[src/rtl/dcache_mem_arb.sv]
// dcache_mem_arb: arbitrates two requesters (dcache on port 0, a second
// client on port 1) onto one memory command/beat channel. Each transaction
// is either a line fill (one command, BEATS response beats routed back to
// the owner) or a writeback burst (command plus BEATS data beats).
//
// Handshake: a requester raises req_valid[i] and holds its inputs stable
// until req_accept[i] is seen high in the same cycle; req_accept is
// combinational and marks the cycle in which the request/beat is taken.
// Outputs toward memory and back to the requesters are registered strobes
// with no backpressure.
module dcache_mem_arb #(
   parameter int ADDR_W = 32,
   parameter int BEAT_W = 128,
   parameter int BEATS  = 4
) (
   input  logic                  clk,
   input  logic                  rst,
   input  logic [1:0]            req_valid,
   input  logic [1:0]            req_wrbk,
   input  logic [2*ADDR_W-1:0]   req_addr,
   input  logic [2*BEAT_W-1:0]   req_wdat,
   output logic [1:0]            req_accept,
   output logic                  arb__mem_valid_r,
   output logic                  arb__mem_wrbk_r,
   output logic [ADDR_W-1:0]     arb__mem_addr_r,
   output logic                  arb__mem_dat_valid_r,
   output logic                  arb__mem_sop_r,
   output logic                  arb__mem_eop_r,
   output logic [BEAT_W-1:0]     arb__mem_dat_r,
   input  logic                  mem__arb_valid_w,
   input  logic                  mem__arb_sop_w,
   input  logic                  mem__arb_eop_w,
   input  logic [BEAT_W-1:0]     mem__arb_data_w,
   output logic [1:0]            rsp_valid_r,
   output logic                  rsp_sop_r,
   output logic                  rsp_eop_r,
   output logic [BEAT_W-1:0]     rsp_data_r,
   output logic [1:0]            dbg_state
);

   localparam int CNT_W = $clog2(BEATS);

   typedef enum logic [1:0] {
      ST_IDLE = 2'd0,
      ST_WRBK = 2'd1,
      ST_FILL = 2'd2
   } state_t;

   state_t              state_q, state_d;
   logic                owner_q, owner_d;
   logic                last_q, last_d;
   logic [CNT_W-1:0]    cnt_q, cnt_d;
   logic                mem_valid_q, mem_valid_d;
   logic                mem_wrbk_q, mem_wrbk_d;
   logic [ADDR_W-1:0]   mem_addr_q, mem_addr_d;
   logic                mem_dat_valid_q, mem_dat_valid_d;
   logic                mem_sop_q, mem_sop_d;
   logic                mem_eop_q, mem_eop_d;
   logic [BEAT_W-1:0]   mem_dat_q, mem_dat_d;
   logic [1:0]          rsp_valid_q, rsp_valid_d;
   logic                rsp_sop_q, rsp_sop_d;
   logic                rsp_eop_q, rsp_eop_d;
   logic [BEAT_W-1:0]   rsp_data_q, rsp_data_d;
   logic [1:0]          accept_d;

   logic                gnt;
   logic                sel;
   logic [ADDR_W-1:0]   sel_addr;
   logic [BEAT_W-1:0]   sel_wdat;
   logic                sel_wrbk;
   logic                sel_valid;

   // Round-robin pick in IDLE; otherwise the current owner drives the inputs.
   always_comb begin
      gnt = req_valid[1];
      if (req_valid == 2'b11) gnt = ~last_q;
      sel = (state_q == ST_IDLE) ? gnt : owner_q;
   end

   assign sel_addr  = sel ? req_addr[2*ADDR_W-1:ADDR_W] : req_addr[ADDR_W-1:0];
   assign sel_wdat  = sel ? req_wdat[2*BEAT_W-1:BEAT_W] : req_wdat[BEAT_W-1:0];
   assign sel_wrbk  = req_wrbk[sel];
   assign sel_valid = req_valid[sel];

   // Next-state, accept and registered-output computation for the arbiter FSM.
   always_comb begin
      state_d         = state_q;
      owner_d         = owner_q;
      last_d          = last_q;
      cnt_d           = cnt_q;
      mem_valid_d     = 1'b0;
      mem_wrbk_d      = mem_wrbk_q;
      mem_addr_d      = mem_addr_q;
      mem_dat_valid_d = 1'b0;
      mem_sop_d       = 1'b0;
      mem_eop_d       = 1'b0;
      mem_dat_d       = mem_dat_q;
      rsp_valid_d     = 2'b00;
      rsp_sop_d       = 1'b0;
      rsp_eop_d       = 1'b0;
      rsp_data_d      = rsp_data_q;
      accept_d        = 2'b00;
      case (state_q)
         ST_IDLE: begin
            if (|req_valid) begin
               accept_d[gnt] = 1'b1;
               owner_d       = gnt;
               last_d        = gnt;
               mem_valid_d   = 1'b1;
               mem_wrbk_d    = sel_wrbk;
               mem_addr_d    = sel_addr;
               if (sel_wrbk) begin
                  // The grant cycle also carries writeback beat 0.
                  mem_dat_valid_d = 1'b1;
                  mem_sop_d       = 1'b1;
                  mem_dat_d       = sel_wdat;
                  cnt_d           = CNT_W'(1);
                  state_d         = ST_WRBK;
               end else begin
                  state_d = ST_FILL;
               end
            end
         end
         ST_WRBK: begin
            // A dropped req_valid is a bubble; the burst simply waits.
            if (sel_valid) begin
               accept_d[owner_q] = 1'b1;
               mem_dat_valid_d   = 1'b1;
               mem_dat_d         = sel_wdat;
               cnt_d             = cnt_q + CNT_W'(1);
               if (cnt_q == CNT_W'(BEATS - 1)) begin
                  mem_eop_d = 1'b1;
                  state_d   = ST_IDLE;
               end
            end
         end
         ST_FILL: begin
            if (mem__arb_valid_w) begin
               rsp_valid_d[owner_q] = 1'b1;
               rsp_sop_d            = mem__arb_sop_w;
               rsp_eop_d            = mem__arb_eop_w;
               rsp_data_d           = mem__arb_data_w;
               if (mem__arb_eop_w) state_d = ST_IDLE;
            end
         end
         default: state_d = ST_IDLE;
      endcase
   end

   // Accept is forced low while reset is held so nothing is taken mid-reset.
   assign req_accept = rst ? 2'b00 : accept_d;

   // State and registered outputs; reset abandons any transaction in flight.
   always_ff @(posedge clk or posedge rst) begin
      if (rst) begin
         state_q         <= ST_IDLE;
         owner_q         <= 1'b0;
         last_q          <= 1'b1;
         cnt_q           <= '0;
         mem_valid_q     <= 1'b0;
         mem_wrbk_q      <= 1'b0;
         mem_addr_q      <= '0;
         mem_dat_valid_q <= 1'b0;
         mem_sop_q       <= 1'b0;
         mem_eop_q       <= 1'b0;
         mem_dat_q       <= '0;
         rsp_valid_q     <= 2'b00;
         rsp_sop_q       <= 1'b0;
         rsp_eop_q       <= 1'b0;
         rsp_data_q      <= '0;
      end else begin
         state_q         <= state_d;
         owner_q         <= owner_d;
         last_q          <= last_d;
         cnt_q           <= cnt_d;
         mem_valid_q     <= mem_valid_d;
         mem_wrbk_q      <= mem_wrbk_d;
         mem_addr_q      <= mem_addr_d;
         mem_dat_valid_q <= mem_dat_valid_d;
         mem_sop_q       <= mem_sop_d;
         mem_eop_q       <= mem_eop_d;
         mem_dat_q       <= mem_dat_d;
         rsp_valid_q     <= rsp_valid_d;
         rsp_sop_q       <= rsp_sop_d;
         rsp_eop_q       <= rsp_eop_d;
         rsp_data_q      <= rsp_data_d;
      end
   end

   assign arb__mem_valid_r     = mem_valid_q;
   assign arb__mem_wrbk_r      = mem_wrbk_q;
   assign arb__mem_addr_r      = mem_addr_q;
   assign arb__mem_dat_valid_r = mem_dat_valid_q;
   assign arb__mem_sop_r       = mem_sop_q;
   assign arb__mem_eop_r       = mem_eop_q;
   assign arb__mem_dat_r       = mem_dat_q;
   assign rsp_valid_r          = rsp_valid_q;
   assign rsp_sop_r            = rsp_sop_q;
   assign rsp_eop_r            = rsp_eop_q;
   assign rsp_data_r           = rsp_data_q;
   assign dbg_state            = state_q;

endmodule
[config.mk]
export PLATFORM = sky130hd
export DESIGN_NAME = dcache_mem_arb
export DESIGN_NICKNAME = d
export VERILOG_FILES = /design/src/rtl/dcache_mem_arb.sv
export SDC_FILE = /design/constraint.sdc
export NUM_CORES = 1
export LEC_CHECK = 0
export ABC_AREA = 1
export CORE_AREA = 3 3 298 300
export DETAILED_ROUTE_END_ITERATION = 7
export DIE_AREA = 0 0 301 303
export SYNTH_ARGS = -nofsm -noshare
export SYNTH_HDL_FRONTEND = slang
export SYNTH_SLANG_ARGS = --single-unit
[constraint.sdc]
create_clock -name clk -period 15.1 [get_ports clk]
set_input_delay 3.02 -clock clk [delete_from_list [all_inputs] [get_ports clk]]
set_output_delay 3.02 -clock clk [all_outputs]
set_load 0.05 [all_outputs]
---- Word-level counts from Yosys, hierarchy flattened ----
Cells that the tools add are included.
word-level totals
  register bits ........................... 303
  bits in latches ......................... 0
  memory bits (writable) .................. 0
  bits in read-only memories .............. 0
  bits of input ports ..................... 457
  output and inout port bits .............. 301
  logic and storage cells ................. 88
  memories kept ........................... 0
cells by class
  add/sub/neg operators ................... 1
  $mul .................................... 0
  divide/modulo/power cells ............... 0
  magnitude comparators ................... 5
  equal/unequal tests ..................... 10
  shift-type cells ........................ 0
  multiplexer cells ....................... 47
  bitwise logic cells ..................... 1
  reduce and logical (&&, ||, !) cells .... 9
operators by type and width
  cell                                                   number
  two-way mux 128 bit                                    4
  one-hot mux 128 bit (2 select lines)                   1
  two-way mux 32 bit                                     1
  two-way mux 2 bit                                      14
  two-way mux 1 bit                                      21
  inequality test 2 bit, second input constant           5
  one-hot mux 2 bit (2 select lines)                     2
  equality test 2 bit, second input constant             3
  < comparator 1 x 2 -> 1 bit, second input constant     3
  one-hot mux 2 bit (3 select lines)                     1
  AND reduction 5 bit                                    1
  AND reduction 2 bit                                    2
  AND reduction 4 bit                                    1
  adder 2 x 1 -> 2 bit, second input constant            1
  demux 1 bit (select 1 bit)                             2
  equality test 2 x 1 -> 1 bit, second input constant    1
  >= comparator 1 bit, second input constant             2
  logical AND 1 bit                                      2
  zero test 2 bit                                        1
  inequality test 2 x 1 -> 1 bit, second input constant  1
  one-hot mux 1 bit (2 select lines)                     1
  nonzero test 2 bit                                     1
  OR reduction 2 bit                                     1
  inverter 1 bit                                         1

---- Logic depth before layout (Yosys ltp) ----
Gate-level depths: netlist (run 1).
  depth in word-level cells ............... 9
  gate-level depth with buffers ........... 11
  depth with buffers taken out ............ 9

---- Least setup slack after synthesis (run 1) ----
Ideal clock, no wire load.
  path type ............................... in2out
  from .................................... input req_valid[0]
  to ...................................... output req_accept[1]
  arrival ................................. 4,496 ps
  data required time ...................... 12,080 ps
  setup slack ............................. 7,584 ps
  cell stages on the path ................. 8
  path buffers ............................ 1
  cells stage by stage .................... nand2_1 > nand3_1 > nand3_2 > nand3_2 > buf_2 > inv_1 > nand2_1 > a21oi_1
between the ends
  cells in the longest elaborated chain, start to end .. 9
  elaborated cells between the ends (all ways) .. 15
  those cells by class .................... order compare: 2; eq/ne: 1; mux: 10; reduce/logical: 2
ends and longest elaborated chain
  element                                                                                   line  RTL
  start, declared                                                                           18    input logic [1:0] req_valid,
  equality test 2 bit                                                                       76    if (req_valid == 2'b11) gnt = ~last_q;
  two-way mux 1 bit                                                                         76
  < comparator 1 x 2 -> 1 bit (not written as such) or >= comparator 1 bit (tied branches)  106   accept_d[gnt] = 1'b1;
  logical AND 1 bit (not written as such)                                                   106
  two-way mux 1 bit (not written as such)                                                   106
  demux 1 bit (select 1 bit)                                                                106
  two-way mux 2 bit                                                                         105   if (|req_valid) begin
  one-hot mux 2 bit (2 select lines) (*)                                                    103   case (state_q)
  two-way mux 2 bit (*)                                                                     151   assign req_accept = rst ? 2'b00 : accept_d;
  end, declared                                                                             22    output logic [1:0] req_accept,
Every way passes the cells marked *; elsewhere a longest branch is shown, timed or not. The select of a mux whose other input is x is not followed.

---- Worst setup path in the final report (run 1) ----
Same ends and word-level chain as after synthesis.

==> results of run 1 <==
[synth_stat cells]
cell,number
a21oi_1,4
a31oi_1,32
buf_1,2
buf_2,61
buf_4,5
buf_6,6
clkbuf_1,23
dfrtp_1,302
dfstp_2,1
ha_1,1
inv_1,7
inv_2,4
mux2_2,128
nand2_1,729
nand2_2,3
nand2_4,1
nand3_1,135
nand3_2,2
nand3b_1,1
nand4_1,1
nor2_1,40
nor2_2,2
o21ai_0,3
[final timing paths]
| check | start | end | depth (start not counted) |
|---|---|---|---|
| setup / recovery | req_valid[0] | req_accept[1] | 9 |
| hold / removal | last_q | last_q | 2 |
| setup reg to reg | dbg_state[1] | arb__mem_dat_r[74] | 9 |
| hold reg to reg | last_q | last_q | 2 |
| max in group asynchronous | rst | arb__mem_dat_r[84] | 4 |
| min in group asynchronous | rst | rsp_sop_r | 2 |
[cells by family after synthesis]
kind of cell	Yosys count	synth area share (%)
compound gates	39	1.75
fa+ha+maj	1	0.0930
mux	128	10.7
simple gates	914	27.0
flops	303	56.4
buf+inv	108	4.05
[per-stage QoR]
stage	util, %	worst slack, ns
after floorplan	-	3.71
after global placement	25.6	6.60
after detailed placement	25.6	6.60
after CTS	27.1	6.59
after global routing	27.1	6.40
final	27.1	6.58
[power by group]
group / internal [mW] / switching [mW]
combinational: 1.20 / 2.59
clock: 0.569 / 0.389
sequential: 1.22 / 0.213
[state kept, by name (all words and copies together) (netlist names)]
register / flops
owner_q: 1
rsp_eop_r: 1
arb__mem_eop_r: 1
cnt_q: 2
dbg_state: 2
rsp_data_r: 128
arb__mem_wrbk_r: 1
arb__mem_valid_r: 1
last_q: 1
arb__mem_dat_valid_r: 1
rsp_sop_r: 1
arb__mem_sop_r: 1
arb__mem_dat_r: 128
rsp_valid_r: 2
arb__mem_addr_r: 32
[worst max-delay path: stages]
cell and delay, ns:
clkdlybuf4s50_1 0.45, nand2_1 0.11, nand3_1 0.17, nand3_2 0.14
nand3_4 0.36, inv_1 0.19, nand2_1 0.06, a21oi_1 0.15
clkdlybuf4s50_1 0.83
[cell usage in the layout (no fill, tap or decap), types with 2 or more instances in the layout]
cell type / n
clkdlybuf4s50_1: 757
nand2_1: 728
dfrtp_1: 302
nand3_1: 135
mux2_2: 128
nor2_1: 40
clkbuf_16: 38
a31oi_1: 32
clkbuf_8: 14
buf_4: 12
clkinv_2: 7
inv_1: 6
a21oi_1: 4
inv_2: 3
nand2_8: 3
o21ai_0: 3
diode_2: 2
clkinv_8: 2
clkbuf_1: 2
bufinv_16: 2
[routing by layer]
metal	vias to the layer above	wire (µm)
met1	6146	24000
met4	12	2270
met3	100	5620
met2	539	29200
li1	6206	-
met5	-	67
[cell type report]
class / instances / area, µm² / area share, %
clock buffers: 54 / 1150 / 4.91
well taps: 1155 / 1450 / 6.16
repair buffers: 769 / 7670 / 32.7
inverters: 11 / 53.8 / 0.229
clock inverters: 14 / 174 / 0.741
diodes: 2 / 5.00 / 0.0213
flip-flops and latches: 303 / 7580 / 32.3
multi-input cells: 1082 / 5380 / 22.9
==> impl_results.md, run 1 <==
- #FFs+latches synth: 303
- CTS sink count: 303
- GRT Util Overall: roughly 13%
- Fin area: 23,500 µm²
- Placed Cells: roughly 3,300
- Routing usage on met3: roughly 4.7%
- Flop-to-flop setup slack: 11.70 ns
- Relative slew slack: about a third
- First-pass GRT wire length: 85.9 mm
- Net Count, Synth: 1,951
- Postcts setup bufs: 0
- Crit path DAT: 5.50 ns
- DR vias: 13,000
- DR iter-0 viols: 552
- Post-synth top area share: 56.2%
- Hold Buf Count CTS: 0
- Post-cts sizing count: 0
- Setup crit end kind: output port
- Peak VDD IR: 0.000159 V
- Largest net degree at the start of global routing: roughly 120
- Largest area contributor in the netlist: dfrtp_1
- Final hold slack: roughly 0.5 ns
- Setup-failing EPs final: 0
- Met1 usage: 14.4%
- Dpl hpwl: 45.6 mm
- Avg Cell Area, Syn: 9.01 µm²
- Finished Layout Cells: 3,390
- Maximum clock frequency: roughly 120 MHz
- Antenna violations before repair: 9
- Met2 GRT Util: 21.5%
- Number of global-route vias before repair: around 13,000
- Area Growth Syn to Fin: 74.4%
- Die Area: 91,200 µm²
- WP data required: 12.08 ns
- Routed WL per cell: 18.1 µm
- HP Class: register to register
- H-tree Lvls: 2
- Final hold viol count: 0
- Clock skew: 0.0290 ns
- Setup TNS: 0 ns
- Synth top area cells: dfrtp_1 (56%), nand2_1 (20%), mux2_2 (11%), nand3_1 (5.0%), buf_2 (2.3%)
- Standard-cell row count: 108
- Layout fillers: 9,355
- CTS tree: built
- Maxcap violations: 0
- Via density: ~3.8
- Synth Cell Area: 13,500 µm²
- Worst-path clk slew: 0.06 ns
- Area of placed instances: 22,100 µm²
- Post-Synthesis Cells: between 1,000 and 1,500
- Unrepaired setup endpoints after global routing: false
- Post-DRT Antenna Nets: 0
- PD cells: 263 nW/µm²
- Tightest Pin Transition: 1.00 ns
- Final Max Tran Viols: 0
- Fin nets: 2,663
- DR pass1 iterations: 5
- Insertion delay to the later sink of the worst-skew pair: between 0.5 and 0.6 ns
- Sequential-to-total area share from yosys stat: 56.4%
- Die Wd: 301 µm
- Period minus WS final: 8.52 ns
- GRT busiest layer: met2
- Max FO, Critical Path: 21
- Remaining Overflow, GRT: 0
- Chip height: 303 µm
- Synth warn: 0
- Initial core utilization: between 10% and 20%
- Core ar.: 86,500 µm²
- Port bufs: roughly 760
- Boundary pin count: approximately 760
- Static Leak: between 10 and 15 nW
- Clk buf depth: 3
- Final WL: 61.2 mm
- Clock root buffer: clkbuf_16
- Final Cycle Share: 56.4%
- CTS Buf Count: 38
- Pwr Total: between 6 and 7 mW
- Routability cong.: approximately 0.83
- Status: complete, no violations
- Drt drc: 0
- Unique masters post-synth: 23
- Startpoint types: primary input
- Critical path class: primary input to output port
- Share of cells above drive strength 1: about 9.9%
No activity file was read; power rests on OpenSTA's default activity.
==> inputs of run 2 (changes only) <==
==> constraint.sdc (replaced) <==
create_clock -name clk -period 7.85 [get_ports clk]
set_input_delay 1.57 -clock clk [delete_from_list [all_inputs] [get_ports clk]]
set_output_delay 1.57 -clock clk [all_outputs]
set_load 0.05 [all_outputs]
==> run 2 against run 1 <==
Net effect: sequential share of layout area hardly changed; sequential power grew 92%; final area about the same; clock skew increased by 0.0021 ns; clock power is 91% higher; largest cell class unchanged; highest routed layer unchanged.
==> impl_results.md, run 2 (synthesized netlist as in run 1, its figures left out) <==
- Sw Ratio: 51.8% (was 51.7%)
- Final WL: 62.5 mm (was 61.2 mm)
- Crit Reg-Reg Endpoint: arb__mem_dat_r[109] (was arb__mem_dat_r[74])
- Flop-to-flop setup slack: 4.79 ns (was 11.70 ns)
- Tightest Pin Transition: 1.03 ns (was 1.00 ns)
- Post-cts sizing count: 0 (unchanged)
- Antenna violations before repair: 8 (was 9)
- Hold EP: last_q (unchanged)
- Chip height: 303 µm (unchanged)
- Reg power frac: 23.1% (was 23.2%)
- Clock root buffer: clkbuf_16 (unchanged)
- Port bufs: 757 (unchanged)
- Initial core utilization: 15.6% (unchanged)
- Largest net degree at the start of global routing: 125 (was 124)
- CTS tree: built (unchanged)
- Routability cong.: 0.852 (was 0.833)
- Insertion delay to the later sink of the worst-skew pair: 0.57 ns (about the same)
- Fin nets: 2,668 (was 2,663)
- Core ar.: 86,500 µm² (unchanged)
- Seq. cell area: 7580 µm² (unchanged)
- Period minus WS final: 5.20 ns
- Die Wd: 301 µm (unchanged)
- Unrepaired setup endpoints after global routing: false (unchanged)
- Die Area: 91,200 µm² (unchanged)
- Hold Buf Count CTS: 0 (unchanged)
- Remaining Overflow, GRT: 0 (unchanged)
- Maxcap violations: 0 (unchanged)
- Clk buf depth: 3 (unchanged)
- Hold Path Depth: 2 (unchanged)
- CTS Buf Count: 39 (was 38)
- Dpl hpwl: 47.5 mm (was 45.6 mm)
- H-tree Lvls: 2 (unchanged)
- Clock Power Share: 15.3% (was 15.5%)
- Setup-failing EPs final: 0 (unchanged)
- WP data required: 6.28 ns (was 12.08 ns)
- R2r worst-path depth: 9 (unchanged)
- DR iter-0 viols: 511 (was 552)
- DR pass1 iterations: 5 (unchanged)
- FF-to-FF Start: dbg_state[0] (was dbg_state[1])
- Setup crit end kind: output port (unchanged)
- Drt drc: 0 (unchanged)
- CTS sink count: 303 (unchanged)
- Critical path class: primary input to output port (unchanged)
- HP Class: register to register (unchanged)
- Static Leak: 10.5 nW (about the same)
- Startpoint types: primary input (unchanged)
- Post-DRT Antenna Nets: 0 (unchanged)
- GRT Util Overall: 12.9% (was 12.7%)
- Psw: 6.18 mW (was 3.19 mW)
- Combinational share of power: 61.6% (was 61.4%)
- Layout fillers: 9,276 (was 9,355)
- Worst-path clk slew: 0.06 ns (about the same)
- Worst hold start: last_q (unchanged)
- DR vias: 12,900 (was 13,000)
- Share of cells above drive strength 1: 9.74% (was 9.90%)
- Via density: 3.81 (was 3.84)
- Area of placed instances: 22,200 µm² (was 22,100 µm²)
- Peak VDD IR: 0.000593 V (was 0.000159 V)
- First-pass GRT wire length: 86.6 mm (was 85.9 mm)
- Relative slew slack: 31.3% (was 33.0%)
- Boundary pin count: 758 (unchanged)
- Fin area: 23,500 µm² (about the same)
- Number of global-route vias before repair: 12,600 (was 12,900)
- Standard-cell row count: 108 (unchanged)
- Status: complete, no violations (unchanged)
- Maximum clock frequency: 192 MHz
- Multi-input gate area: 5380 µm² (unchanged)
- PD cells: 508 nW/µm² (was 263 nW/µm²)
- Clock skew: 0.0312 ns (was 0.0290 ns)
- Commonest cells after routing, fill and taps aside: clkdlybuf4s50_1 (757), nand2_1 (728), dfrtp_1 (302) (unchanged)
- Routed WL per cell: 18.4 µm (was 18.1 µm)
- Crit path DAT: 3.63 ns (was 5.50 ns)
- Commonest non-fill, non-tap cell in the layout: clkdlybuf4s50_1 (unchanged)
- Postcts setup bufs: 0 (unchanged)
- Final hold viol count: 0 (unchanged)
- Area Growth Syn to Fin: 74.5% (was 74.4%)
- Final Max Tran Viols: 0 (unchanged)
- Max FO, Critical Path: 5 (was 21)
- Setup TNS: 0 ns (unchanged)
- P_int: 5.75 mW (was 2.99 mW)
- Final Cycle Share: about 66%
run 2: cell count changes in the layout (fill, tap and decap cells not counted), sizes merged:
cell      previous run  this run
bufinv               2         3
diode                2         3
clkinv              11         9
clkbuf              54        56
buf                 12        16
clkinvlp             1         2
run 2: power groups by stage:
stage / clock (mW) / sequential [mW] / combinational [mW]
6_report: 1.83 / 2.75 / 7.35
5_1_grt: 1.96 / 2.85 / 7.80
4_1_cts: 1.91 / 2.76 / 7.47
3_5_place_dp: 0 / 2.77 / 7.45
3_3_place_gp: 0 / 2.75 / 7.44
2_1_floorplan: 0 / 5.32 / 2.14
run 2: worst max-delay path by stage:
stage,start,end,slack (ns),cells after the start
CTS,req_valid[0],req_accept[0],2.66,9
global placement,req_valid[0],req_accept[0],2.68,9
global route,req_valid[0],req_accept[0],2.56,9
floorplan,rst,arb__mem_addr_r[0],2.25,1
finish,req_valid[1],req_accept[0],2.65,8
detailed placement,req_valid[0],req_accept[0],2.67,9
run 2: metrics by stage:
| step | std cells | util (%) | setup WS (ns) | hold WS, ns | power (mW) |
|---|---|---|---|---|---|
| after floorplan | 1493 | - | 2.25 | 0.454 | 7.46 |
| after global routing | 3394 | 27.1 | 2.56 | 0.514 | 12.6 |
| after CTS | 3394 | 27.1 | 2.66 | 0.484 | 12.1 |
| after detailed placement | 3324 | 25.7 | 2.67 | 0.475 | 10.2 |
| final | 3397 | 27.2 | 2.65 | 0.484 | 11.9 |
| after global placement | 3324 | 25.7 | 2.68 | 0.484 | 10.2 |
run 2: layer usage:
layer  part of all wire [%]  vias to the layer above  GRT usage (%)
met4                    3.3                        2           4.58
met3                    9.2                       92           4.52
met1                     39                     6052           14.7
met2                     48                      572           22.3
met5                  0.021                        -              0
li1                       -                     6221              -
run 2: area by class of cell:
| type | instances | share of cell area, % |
|---|---|---|
| repair buffers | 773 | 32.9 |
| flip-flops and latches | 303 | 32.3 |
| multi-input cells | 1082 | 22.9 |
| well taps | 1155 | 6.15 |
| clock buffers | 56 | 4.68 |
| clock inverters | 14 | 0.815 |
| inverters | 11 | 0.213 |
| diodes | 3 | 0.0320 |
run 2: critical path: stages:
cell and delay [ns]:
clkdlybuf4s50_1 0.54, nand3_1 0.21, nand3_2 0.15, nand3_4 0.07, inv_1 0.09, nand2_1 0.06
a21oi_1 0.13, clkdlybuf4s50_1 0.82
==> inputs of run 3 (changes only) <==
--- a/config.mk
+++ b/config.mk
@@ -6,9 +6,9 @@
 export NUM_CORES = 1
 export LEC_CHECK = 0
 export ABC_AREA = 1
-export CORE_AREA = 3 3 298 300
+export CORE_AREA = 3 3 292 294
 export DETAILED_ROUTE_END_ITERATION = 7
-export DIE_AREA = 0 0 301 303
+export DIE_AREA = 0 0 295 297
 export SYNTH_ARGS = -nofsm -noshare
 export SYNTH_HDL_FRONTEND = slang
 export SYNTH_SLANG_ARGS = --single-unit
==> constraint.sdc (replaced) <==
create_clock -name clk -period 4.5 [get_ports clk]
set_input_delay 0.9 -clock clk [delete_from_list [all_inputs] [get_ports clk]]
set_output_delay 0.9 -clock clk [all_outputs]
set_load 0.05 [all_outputs]
==> run 3 against run 2 <==
Net effect: die area shrank 3.9%; combinational power grew 76%; sequential cell count is the same; critical endpoint is now req_accept[1]; largest cell class unchanged.
==> impl_results.md, run 3 (synthesized netlist as in run 1, its figures left out) <==
- Postcts setup bufs: 0 (unchanged)
- Initial core utilization: 16.2% (was 15.6%)
- Period minus WS final: 3.29 ns
- Hold Buf Count CTS: 0 (unchanged)
- Setup-failing EPs final: 0 (unchanged)
- Drt drc: 0 (unchanged)
- Final Cycle Share: 73.1%
- DR pass1 iterations: 5 (unchanged)
- Static Leak: 10.6 nW (was 10.5 nW)
- CTS Buf Count: 38 (was 39)
- Core ar.: 83,200 µm² (was 86,500 µm²)
- Chip height: 297 µm (was 303 µm)
- Placed Cells: 3,265 (was 3,324)
- Antenna violations before repair: 18 (was 8)
- Pwr Total: 20.7 mW (was 11.9 mW)
- Status: complete, no violations (unchanged)
- GRT Util Overall: 13.0% (was 12.9%)
- Die Wd: 295 µm (was 301 µm)
- Boundary pin count: 758 (unchanged)
- Insertion delay to the later sink of the worst-skew pair: 0.55 ns (was 0.57 ns)
- Max FO, Critical Path: 5 (unchanged)
- Commonest non-fill, non-tap cell in the layout: clkdlybuf4s50_1 (unchanged)
- Clock root buffer: clkbuf_16 (unchanged)
- Port bufs: 757 (unchanged)
- Peak VDD IR: 0.000507 V (was 0.000593 V)
- Dpl hpwl: 46.9 mm (was 47.5 mm)
- Standard-cell row count: 106 (was 108)
- Routed WL per cell: 18.1 µm (was 18.4 µm)
- Area Growth Syn to Fin: 74.7% (was 74.5%)
- Fin nets: 2,683 (was 2,668)
- Final hold viol count: 0 (unchanged)
- Unrepaired setup endpoints after global routing: false (unchanged)
- DR vias: 13,000 (was 12,900)
- Post-DRT Antenna Nets: 0 (unchanged)
- CTS tree: built (unchanged)
- Layout fillers: 8,869 (was 9,276)
- H-tree Lvls: 2 (unchanged)
- Final Max Tran Viols: 0 (unchanged)
- Die Area: 87,600 µm² (was 91,200 µm²)
- Maximum clock frequency: around 300 MHz
- Remaining Overflow, GRT: 0 (unchanged)
- PD cells: 881 nW/µm² (was 508 nW/µm²)
- Flop-to-flop setup slack: 2.11 ns (was 4.79 ns)
- Startpoint types: primary input (unchanged)
- Clock skew: 0.0162 ns (was 0.0312 ns)
- Post-cts sizing count: 0 (unchanged)
- Clk buf depth: 3 (unchanged)
- DR iter-0 viols: 605 (was 511)
- Finished Layout Cells: 3,333 (was 3,397)
- Via density: 3.90 (was 3.81)
- Setup crit end kind: output port (unchanged)
- Worst-path clk slew: 0.06 ns (about the same)
- Crit path DAT: 2.39 ns (was 3.63 ns)
- HP Class: register to register (unchanged)
- Commonest cells after routing, fill and taps aside: clkdlybuf4s50_1 (755), nand2_1 (728), dfrtp_1 (302) (was clkdlybuf4s50_1 (757), nand2_1 (728), dfrtp_1 (302))
- WP data required: 3.60 ns (was 6.28 ns)
- Critical path class: primary input to output port (unchanged)
- Tightest Pin Transition: 0.848 ns (was 1.03 ns)
- Routability cong.: 0.826 (was 0.852)
- Final WL: 60.3 mm (was 62.5 mm)
- CTS sink count: 303 (unchanged)
- Largest net degree at the start of global routing: 116 (was 125)
- Number of global-route vias before repair: 13,100 (was 12,600)
- Relative slew slack: 43.3% (was 31.3%)
- First-pass GRT wire length: 85.3 mm (was 86.6 mm)
- Share of cells above drive strength 1: 10.2% (was 9.74%)
- Maxcap violations: 0 (unchanged)
[run 3: final timing paths]
kind / start / to / depth (start not counted)
max reg2reg: dbg_state[0] / arb__mem_dat_r[82] / 11
max in group asynchronous: rst / arb__mem_dat_r[61] / 4
min: last_q / last_q / 2
min reg2reg: last_q / last_q / 2
min in group asynchronous: rst / rsp_valid_r[1] / 2
max: req_valid[0] / req_accept[1] / 9
[run 3: worst max-delay path: stages]
cell and delay, ns:
clkdlybuf4s50_1 0.45, nand2_1 0.10, nand3_1 0.17, nand3_2 0.14, nand3_4 0.12, inv_1 0.12, nand2_1 0.05, a21oi_1 0.13
buf_4 0.22
[run 3: power breakdown]
group / switching, mW / leakage [nW] / total [mW] / internal [mW]
Combinational: 8.72 / 6.35 / 12.9 / 4.19
Clock: 1.22 / 0.585 / 2.97 / 1.75
Sequential: 0.734 / 3.68 / 4.82 / 4.09
[run 3: area by class of cell]
class	instances	area, µm²	share of cell area, %
Antenna cell	4	10.0	0.0426
Clock buffer	56	1100	4.68
Clock inverter	8	83.8	0.357
Inverter	11	50.0	0.213
Multi-Input combinational cell	1082	5380	22.9
Sequential cell	303	7580	32.3
Tap cell	1080	1350	5.75
Timing Repair Buffer	789	7950	33.8
[run 3: metrics by stage]
stage	util (%)	TNS (ns)	setup slack, ns	hold WS (ns)	instance area, µm²
detailed placement	26.8	0	1.22	0.480	22300
floorplan	-	-129.32	-0.428	0.454	13500
global route	28.3	0	1.01	0.497	23500
finish	28.3	0	1.21	0.488	23500
global placement	26.8	0	1.22	0.485	22300
CTS	28.3	0	1.21	0.488	23500
[run 3: per-layer routing]
layer  GRT usage, %  share of wire, %  wire length (µm)  up-vias
met2           22.3                48             29100      567
met4           5.19               3.7              2230       22
met5              0              0.23               136        -
li1               -                 -                 -     6237
met1           14.4                38             22700     6082
met3           4.91                10              6070      105
